**src/rtl/axi_dma_fsm.sv**
```systemverilog
// Descriptor-driven DMA sequencer: walks the enabled descriptors, splits each into
// 4 KB-safe AXI bursts, and issues paired read/write burst requests to the streamers.
module axi_dma_fsm #(
   parameter int unsigned DMA_NUM_DESC       = 2,
   parameter int unsigned DMA_ADDR_WIDTH     = 32,
   parameter int unsigned DMA_DATA_WIDTH     = 32,
   parameter int unsigned DMA_MAX_BEAT_BURST = 256
) (
   input  logic                                     clk,
   input  logic                                     rst,
   input  logic                                     dma_go_i,
   input  logic                                     dma_abort_i,
   input  logic [DMA_NUM_DESC*DMA_ADDR_WIDTH-1:0]   desc_src_addr_i,
   input  logic [DMA_NUM_DESC*DMA_ADDR_WIDTH-1:0]   desc_dst_addr_i,
   input  logic [DMA_NUM_DESC*DMA_ADDR_WIDTH-1:0]   desc_num_bytes_i,
   input  logic [DMA_NUM_DESC-1:0]                  desc_en_i,
   output logic                                     rd_req_valid_o,
   input  logic                                     rd_req_ready_i,
   output logic [DMA_ADDR_WIDTH-1:0]                rd_req_addr_o,
   output logic [7:0]                               rd_req_len_o,
   output logic                                     wr_req_valid_o,
   input  logic                                     wr_req_ready_i,
   output logic [DMA_ADDR_WIDTH-1:0]                wr_req_addr_o,
   output logic [7:0]                               wr_req_len_o,
   input  logic                                     rd_txn_done_i,
   input  logic                                     wr_txn_done_i,
   input  logic                                     err_i,
   input  logic                                     err_src_i,
   input  logic [DMA_ADDR_WIDTH-1:0]                err_addr_i,
   output logic                                     dma_active_o,
   output logic                                     dma_done_o,
   output logic                                     dma_error_o,
   output logic [DMA_ADDR_WIDTH-1:0]                error_addr_o,
   output logic                                     error_type_o,
   output logic                                     error_src_o
);
   localparam int unsigned AW         = DMA_ADDR_WIDTH;
   localparam int unsigned BPB        = DMA_DATA_WIDTH / 8;
   localparam int unsigned BEAT_SHIFT = $clog2(BPB);
   localparam int unsigned PTR_W      = $clog2(DMA_NUM_DESC + 1);
   localparam logic [AW-1:0] ALIGN_MASK = AW'(BPB - 1);
   localparam logic [AW-1:0] MAX_BYTES  = AW'(DMA_MAX_BEAT_BURST * BPB);
   localparam logic [AW-1:0] PAGE_BYTES = AW'(4096);
   localparam logic [AW-1:0] PAGE_MASK  = AW'(4095);

   typedef enum logic [2:0] {S_IDLE, S_SETUP, S_REQ, S_WAIT, S_DRAIN, S_FINISH} state_t;

   state_t           state;
   logic [PTR_W-1:0] ptr, sel_idx;
   logic             sel_found, cfg_bad;
   logic [AW-1:0]    sel_src, sel_dst, sel_num;
   logic [AW-1:0]    src, dst, rem, cur_bytes;
   logic [AW-1:0]    b_src, b_dst, b_rem, b_bytes, src_room, dst_room;
   logic [7:0]       b_len;
   logic             rd_out, wr_out, err_flag;
   logic             rd_hs, wr_hs, rd_pend_nx, wr_pend_nx, rd_out_nx, wr_out_nx;
   logic             busy, any_acc;

   always_comb begin
      sel_found = 1'b0;
      sel_idx   = '0;
      sel_src   = '0;
      sel_dst   = '0;
      sel_num   = '0;
      for (int unsigned i = 0; i < DMA_NUM_DESC; i++) begin
         if (!sel_found && i >= 32'(ptr) && desc_en_i[i] &&
             desc_num_bytes_i[i*AW +: AW] != '0) begin
            sel_found = 1'b1;
            sel_idx   = PTR_W'(i);
            sel_src   = desc_src_addr_i[i*AW +: AW];
            sel_dst   = desc_dst_addr_i[i*AW +: AW];
            sel_num   = desc_num_bytes_i[i*AW +: AW];
         end
      end
      cfg_bad = ((sel_src | sel_dst | sel_num) & ALIGN_MASK) != '0;
   end

   // Next burst is sized from the freshly selected slot in SETUP, otherwise from the
   // post-completion addresses so WAIT can issue the following burst directly.
   always_comb begin
      b_src    = (state == S_SETUP) ? sel_src : src + cur_bytes;
      b_dst    = (state == S_SETUP) ? sel_dst : dst + cur_bytes;
      b_rem    = (state == S_SETUP) ? sel_num : rem - cur_bytes;
      src_room = PAGE_BYTES - (b_src & PAGE_MASK);
      dst_room = PAGE_BYTES - (b_dst & PAGE_MASK);
      b_bytes  = b_rem;
      if (MAX_BYTES < b_bytes) b_bytes = MAX_BYTES;
      if (src_room < b_bytes)  b_bytes = src_room;
      if (dst_room < b_bytes)  b_bytes = dst_room;
      b_len = 8'((b_bytes >> BEAT_SHIFT) - AW'(1));
   end

   always_comb begin
      rd_hs      = rd_req_valid_o & rd_req_ready_i;
      wr_hs      = wr_req_valid_o & wr_req_ready_i;
      rd_pend_nx = rd_req_valid_o & ~rd_req_ready_i;
      wr_pend_nx = wr_req_valid_o & ~wr_req_ready_i;
      rd_out_nx  = (rd_out & ~rd_txn_done_i) | rd_hs;
      wr_out_nx  = (wr_out & ~wr_txn_done_i) | wr_hs;
      any_acc    = ~rd_pend_nx | ~wr_pend_nx;
      busy       = (state != S_IDLE) && (state != S_FINISH);
   end

   always_ff @(posedge clk or negedge rst) begin
      if (!rst) begin
         state          <= S_IDLE;
         ptr            <= '0;
         src            <= '0;
         dst            <= '0;
         rem            <= '0;
         cur_bytes      <= '0;
         rd_out         <= 1'b0;
         wr_out         <= 1'b0;
         err_flag       <= 1'b0;
         rd_req_valid_o <= 1'b0;
         rd_req_addr_o  <= '0;
         rd_req_len_o   <= '0;
         wr_req_valid_o <= 1'b0;
         wr_req_addr_o  <= '0;
         wr_req_len_o   <= '0;
         dma_active_o   <= 1'b0;
         dma_done_o     <= 1'b0;
         dma_error_o    <= 1'b0;
         error_addr_o   <= '0;
         error_type_o   <= 1'b0;
         error_src_o    <= 1'b0;
      end else begin
         rd_out <= rd_out_nx;
         wr_out <= wr_out_nx;
         if (rd_hs) rd_req_valid_o <= 1'b0;
         if (wr_hs) wr_req_valid_o <= 1'b0;
         if (busy && err_i && !err_flag) begin
            err_flag     <= 1'b1;
            error_addr_o <= err_addr_i;
            error_src_o  <= err_src_i;
            error_type_o <= 1'b0;
         end
         case (state)
            S_IDLE: begin
               if (dma_go_i) begin
                  state        <= S_SETUP;
                  ptr          <= '0;
                  err_flag     <= 1'b0;
                  dma_active_o <= 1'b1;
                  dma_done_o   <= 1'b0;
                  dma_error_o  <= 1'b0;
                  error_addr_o <= '0;
                  error_type_o <= 1'b0;
                  error_src_o  <= 1'b0;
               end
            end
            S_SETUP: begin
               if (err_i) begin
                  state <= S_DRAIN;
               end else if (dma_abort_i || !sel_found) begin
                  state <= S_FINISH;
               end else if (cfg_bad) begin
                  err_flag     <= 1'b1;
                  error_addr_o <= sel_src;
                  error_src_o  <= 1'b0;
                  error_type_o <= 1'b1;
                  state        <= S_FINISH;
               end else begin
                  ptr            <= sel_idx;
                  src            <= sel_src;
                  dst            <= sel_dst;
                  rem            <= sel_num;
                  cur_bytes      <= b_bytes;
                  rd_req_valid_o <= 1'b1;
                  rd_req_addr_o  <= b_src;
                  rd_req_len_o   <= b_len;
                  wr_req_valid_o <= 1'b1;
                  wr_req_addr_o  <= b_dst;
                  wr_req_len_o   <= b_len;
                  state          <= S_REQ;
               end
            end
            S_REQ: begin
               if (err_i) begin
                  state <= S_DRAIN;
               end else if (dma_abort_i) begin
                  if (any_acc) begin
                     state <= S_DRAIN;
                  end else begin
                     rd_req_valid_o <= 1'b0;
                     wr_req_valid_o <= 1'b0;
                     state          <= S_FINISH;
                  end
               end else if (!rd_pend_nx && !wr_pend_nx) begin
                  state <= S_WAIT;
               end
            end
            S_WAIT: begin
               if (err_i || dma_abort_i) begin
                  state <= S_DRAIN;
               end else if (!rd_out_nx && !wr_out_nx) begin
                  src <= b_src;
                  dst <= b_dst;
                  rem <= b_rem;
                  if (b_rem == '0) begin
                     ptr   <= ptr + 1'b1;
                     state <= S_SETUP;
                  end else begin
                     cur_bytes      <= b_bytes;
                     rd_req_valid_o <= 1'b1;
                     rd_req_addr_o  <= b_src;
                     rd_req_len_o   <= b_len;
                     wr_req_valid_o <= 1'b1;
                     wr_req_addr_o  <= b_dst;
                     wr_req_len_o   <= b_len;
                     state          <= S_REQ;
                  end
               end
            end
            S_DRAIN: begin
               if (!rd_pend_nx && !wr_pend_nx && !rd_out_nx && !wr_out_nx) state <= S_FINISH;
            end
            S_FINISH: begin
               dma_done_o   <= 1'b1;
               dma_error_o  <= err_flag;
               dma_active_o <= 1'b0;
               state        <= S_IDLE;
            end
            default: state <= S_IDLE;
         endcase
      end
   end
endmodule

```
**config.mk**
```make
export PLATFORM = sky130hd
export DESIGN_NAME = axi_dma_fsm
export DESIGN_NICKNAME = d
export VERILOG_FILES = /design/src/rtl/axi_dma_fsm.sv
export SDC_FILE = /design/constraint.sdc
export NUM_CORES = 1
export LEC_CHECK = 0
export CELL_PAD_IN_SITES_DETAIL_PLACEMENT = 1
export CELL_PAD_IN_SITES_GLOBAL_PLACEMENT = 2
export CORE_ASPECT_RATIO = 2
export CORE_MARGIN = 2
export CORE_UTILIZATION = 31
export DETAILED_ROUTE_END_ITERATION = 7
export PLACE_DENSITY = 0.8
export SLEW_MARGIN = 20
export SYNTH_ARGS = -nofsm -noshare
export SYNTH_HDL_FRONTEND = slang
export SYNTH_SLANG_ARGS = --single-unit
```
**constraint.sdc**
```tcl
create_clock -name clk -period 11.87 [get_ports clk]
set_clock_uncertainty 0.15 [all_clocks]
set_input_delay 1.187 -clock clk [delete_from_list [all_inputs] [get_ports clk]]
set_output_delay 1.187 -clock clk [all_outputs]
set_load 0.005 [all_outputs]
```
==> impl_summary.log <==
INFO  metric outcome = finished, final reports clean
INFO  metric cts.reportedPaths.clkPinSlew = 70 ps
INFO  metric synthFlopType = dfrtp_1
INFO  metric detailedPlace.worstSlack = 576 ps
INFO  metric reg2regPathDepth = 39
INFO  metric fin_util = 0.403
INFO  metric setup-tns-final = 0 ps
INFO  metric synth.cell_area = 0.0188 mm^2
INFO  metric synthSimpleGateAreaFrac = 0.182
INFO  metric per_cell_via_count_in_the_routed_design = 5.68
INFO  metric timing.final.ws_setup = 1020 ps
INFO  metric dieWidth = 178 um
INFO  metric xor_xnor_cell_area_share_of_the_yosys_netlist = 0.0447
INFO  metric drc = 0
INFO  metric achievable-frequency = 92.2 MHz
INFO  metric grt_pass1_vias = 20784
INFO  metric final_nets = 2948
INFO  metric tritoncts.num_buffers = 27
INFO  metric drv_cap = 0
INFO  metric final_wirelength = 87.2 mm
INFO  metric synth.area.top_cells = dfrtp_1 33%, ha_1 8.1%, a21oi_1 5.4%
INFO  metric power_density = 348 mW/mm^2
INFO  metric grt.total_usage = 0.272
INFO  metric globalplace.congestion = 0.932
INFO  metric grt.overflow.total = 0
INFO  metric die_area = 0.0627 mm^2
INFO  metric maxSlewHeadroom = 0.188
INFO  metric num_rows = 127
INFO  metric syn-instance-count = 2300
INFO  metric cts.root.buffer_cell = clkbuf_16
INFO  metric synth-compound-area-share = 0.275
INFO  metric route.detailed.wl_per_inst = 25.8 um
INFO  metric synth.avg_cell_area = 8.17 um^2
INFO  metric maxSlewViolCount = 0
INFO  metric finalCritPeriodShare = 0.914
INFO  metric post_cts.repair.setup_buffers = 0
INFO  metric worstMarginPinSlew = 1220 ps
INFO  metric clockBufferDepth = 3
INFO  metric iteration_count_of_the_initial_detailed_routing_pass = 5
INFO  metric hpwl_detailed = 68.7 mm
INFO  metric quantity_of_gates_resized_following_cts = 0
INFO  metric detailedRoute.firstIterationViolations = 1082
INFO  metric holdPathStages = 2
INFO  metric initial_antenna_violation_count = 1
INFO  metric crit_path_max_incr_delay = 730 ps
INFO  metric design.portCount = 355
INFO  metric worst-endpoint-arrival = 11160 ps
INFO  metric netlist-cell-type-count = 85
INFO  metric hp-class = flip-flop to flip-flop
INFO  metric synthToLayoutAreaGrowth = 28.5%
INFO  metric yosysWarnings = 0
INFO  metric vdd.ir_drop.worst = 0.000331 V
INFO  metric critical_path_peak_fanout = 64
INFO  metric fp.coreArea = 0.0599 mm^2
INFO  metric placedCellCount = 3333
INFO  metric worstSetupPathType = primary input to flip-flop
INFO  metric cell_with_the_biggest_individual_delay_on_the_critical_path = nor4_1
INFO  metric seq_area_frac_synth = 0.329
INFO  metric cts-htree-levels = 1
INFO  metric via_count = 19202
INFO  metric effective_utilization_at_floorplan = 0.314
INFO  metric unrepaired_setup_endpoints_after_global_routing = false
INFO  metric cts_num_sinks = 247
INFO  metric setup-violations-final = 0
INFO  metric final_period_minus_worst_setup_slack = 10850 ps
INFO  metric cts_hold_repair.buffers = 0
INFO  metric async_set_or_reset_register_ratio_after_synthesis = 1.00
INFO  metric main_combinational_cell_family_by_area_after_synthesis = compound AO/OA/AOI/OAI gates
INFO  metric antenna_violating_nets_post_route = 0
INFO  metric synth_top_area_frac = 0.329
INFO  metric critical_path_required = 12180 ps
INFO  metric stdcell_count = 3382
INFO  metric clk-insertion-delay-late = 600 ps
INFO  metric fp.dieH = 352 um
INFO  metric synth.ff_latch_count = 247
INFO  metric io_buffers = 354
INFO  metric maximum_number_of_pins_on_one_net_before_global_route_repair = 90
INFO  metric yosys.area_share.adder = 0.0837
INFO  metric report.final.hold_viol_count = 0
INFO  metric grt_first_pass_wirelength = 129 mm
INFO  metric layout_common_cells = 353 x clkdlybuf4s50_1, 254 x nand2_1, 247 x dfrtp_1
INFO  metric final_layout_size_suffix_gt1_frac = 0.0564
INFO  metric p_leak = 10.6 nW
INFO  metric synth-edff-count = 0
INFO  metric synth_mux_area_frac = 0.0373
INFO  metric cp-end-kind = flip-flop
INFO  metric startpoint_type = primary input
INFO  metric synth.largest_area_cell = dfrtp_1
INFO  metric most_common_library_cell_in_the_layout_ignoring_fill_and_taps = clkdlybuf4s50_1
INFO  metric cts_tree = yes
cells in the mapped netlist (all sizes together), types with 4 or more instances:
cell type	instances
nand2	257
dfrtp	247
nor2	234
o21ai	217
a21oi	204
ha	121
clkbuf	94
inv	84
mux2i	63
a22o	62
xnor2	59
a21o	47
buf	43
nor3	39
xor2	37
a22oi	34
a31oi	30
nand3	30
o21a	28
nor2b	25
and3	24
nor4	24
nand4	22
and2	21
a221oi	20
or2	20
o31ai	19
o22ai	17
o211ai	15
or3	15
a211oi	14
nand2b	14
a221o	13
o21bai	13
a2111oi	8
a21boi	7
o221ai	7
mux2	6
nand3b	6
nor3b	6
a222oi	5
a41oi	5
a31o	4
and4	4
final timing paths:
kind	startpoint	endpoint	slack, ps
max	desc_num_bytes_i[50]	wr_req_len_o[4]$_DFFE_PN0P_	1020
min	wr_out$_DFF_PN0_	wr_out$_DFF_PN0_	330
max reg2reg	cur_bytes[4]$_DFFE_PN0P_	wr_req_len_o[4]$_DFFE_PN0P_	1550
min reg2reg	wr_out$_DFF_PN0_	wr_out$_DFF_PN0_	330
max in group asynchronous	rst	wr_req_addr_o[27]$_DFFE_PN0P_	8930
min in group asynchronous	rst	wr_req_len_o[5]$_DFFE_PN0P_	430
registers in the layout, summed over array words and instances, names as in the netlist, 2 cells and up:
| register | count |
|---|---|
| cur_bytes | 32 |
| dst | 32 |
| error_addr_o | 32 |
| state | 3 |
| src | 32 |
| wr_req_len_o | 8 |
| rem | 32 |
| ptr | 2 |
| wr_req_addr_o | 32 |
| rd_req_addr_o | 32 |
cell families (layout without fill, tap and decap cells):
logic type,after synthesis,in the layout
adders and majority gates,124,124
muxes,69,69
buffers and inverters,221,527
DFF,247,247
and+or+nand+nor,746,746
other,1,3
xor gates and xnor gates,96,96
AOI/OAI and AO/OA,796,796
critical path, delay by kind of cell:
family,cells,cell delay (ps)
compound gates,11,2990
buf+inv,3,780
mux,2,460
fa+ha+maj,3,950
simple gates,19,4720
through the flow:
stage	power [W]	hold slack [ps]	instance area, um^2
after floorplan	0.00517	297	18800
after global placement	0.00723	313	23100
after detailed placement	0.00738	324	23200
after CTS	0.00841	340	24100
after global routing	0.00903	353	24100
final	0.00839	330	24100
layer usage:
layer | wire, um | global-route usage | vias to the layer above
met1 | 32200 | 0.293 | 9560
met4 | 5320 | 0.149 | 0
met5 | 0 | 0 | -
li1 | - | - | 8909
met3 | 3630 | 0.0267 | 167
met2 | 46000 | 0.510 | 566
cell type report:
| cell class | instances | area (um^2) |
|---|---|---|
| multi-input combinational | 1833 | 11800 |
| timing repair buffer | 395 | 3890 |
| tap | 774 | 968 |
| sequential | 247 | 6180 |
| fill | 7097 | 35800 |
| antenna | 1 | 2.50 |
| clock inverter | 13 | 223 |
| clock buffer | 35 | 766 |
| inverter | 84 | 315 |
power breakdown:
group | leakage, nW | internal [W] | switching (W) | total (W)
sequential | 3.19 | 0.00117 | 0.000305 | 0.00148
combinational | 6.93 | 0.00231 | 0.00363 | 0.00594
clock | 0.479 | 0.000582 | 0.000397 | 0.000980
No activity file was read; power rests on OpenSTA's default activity.
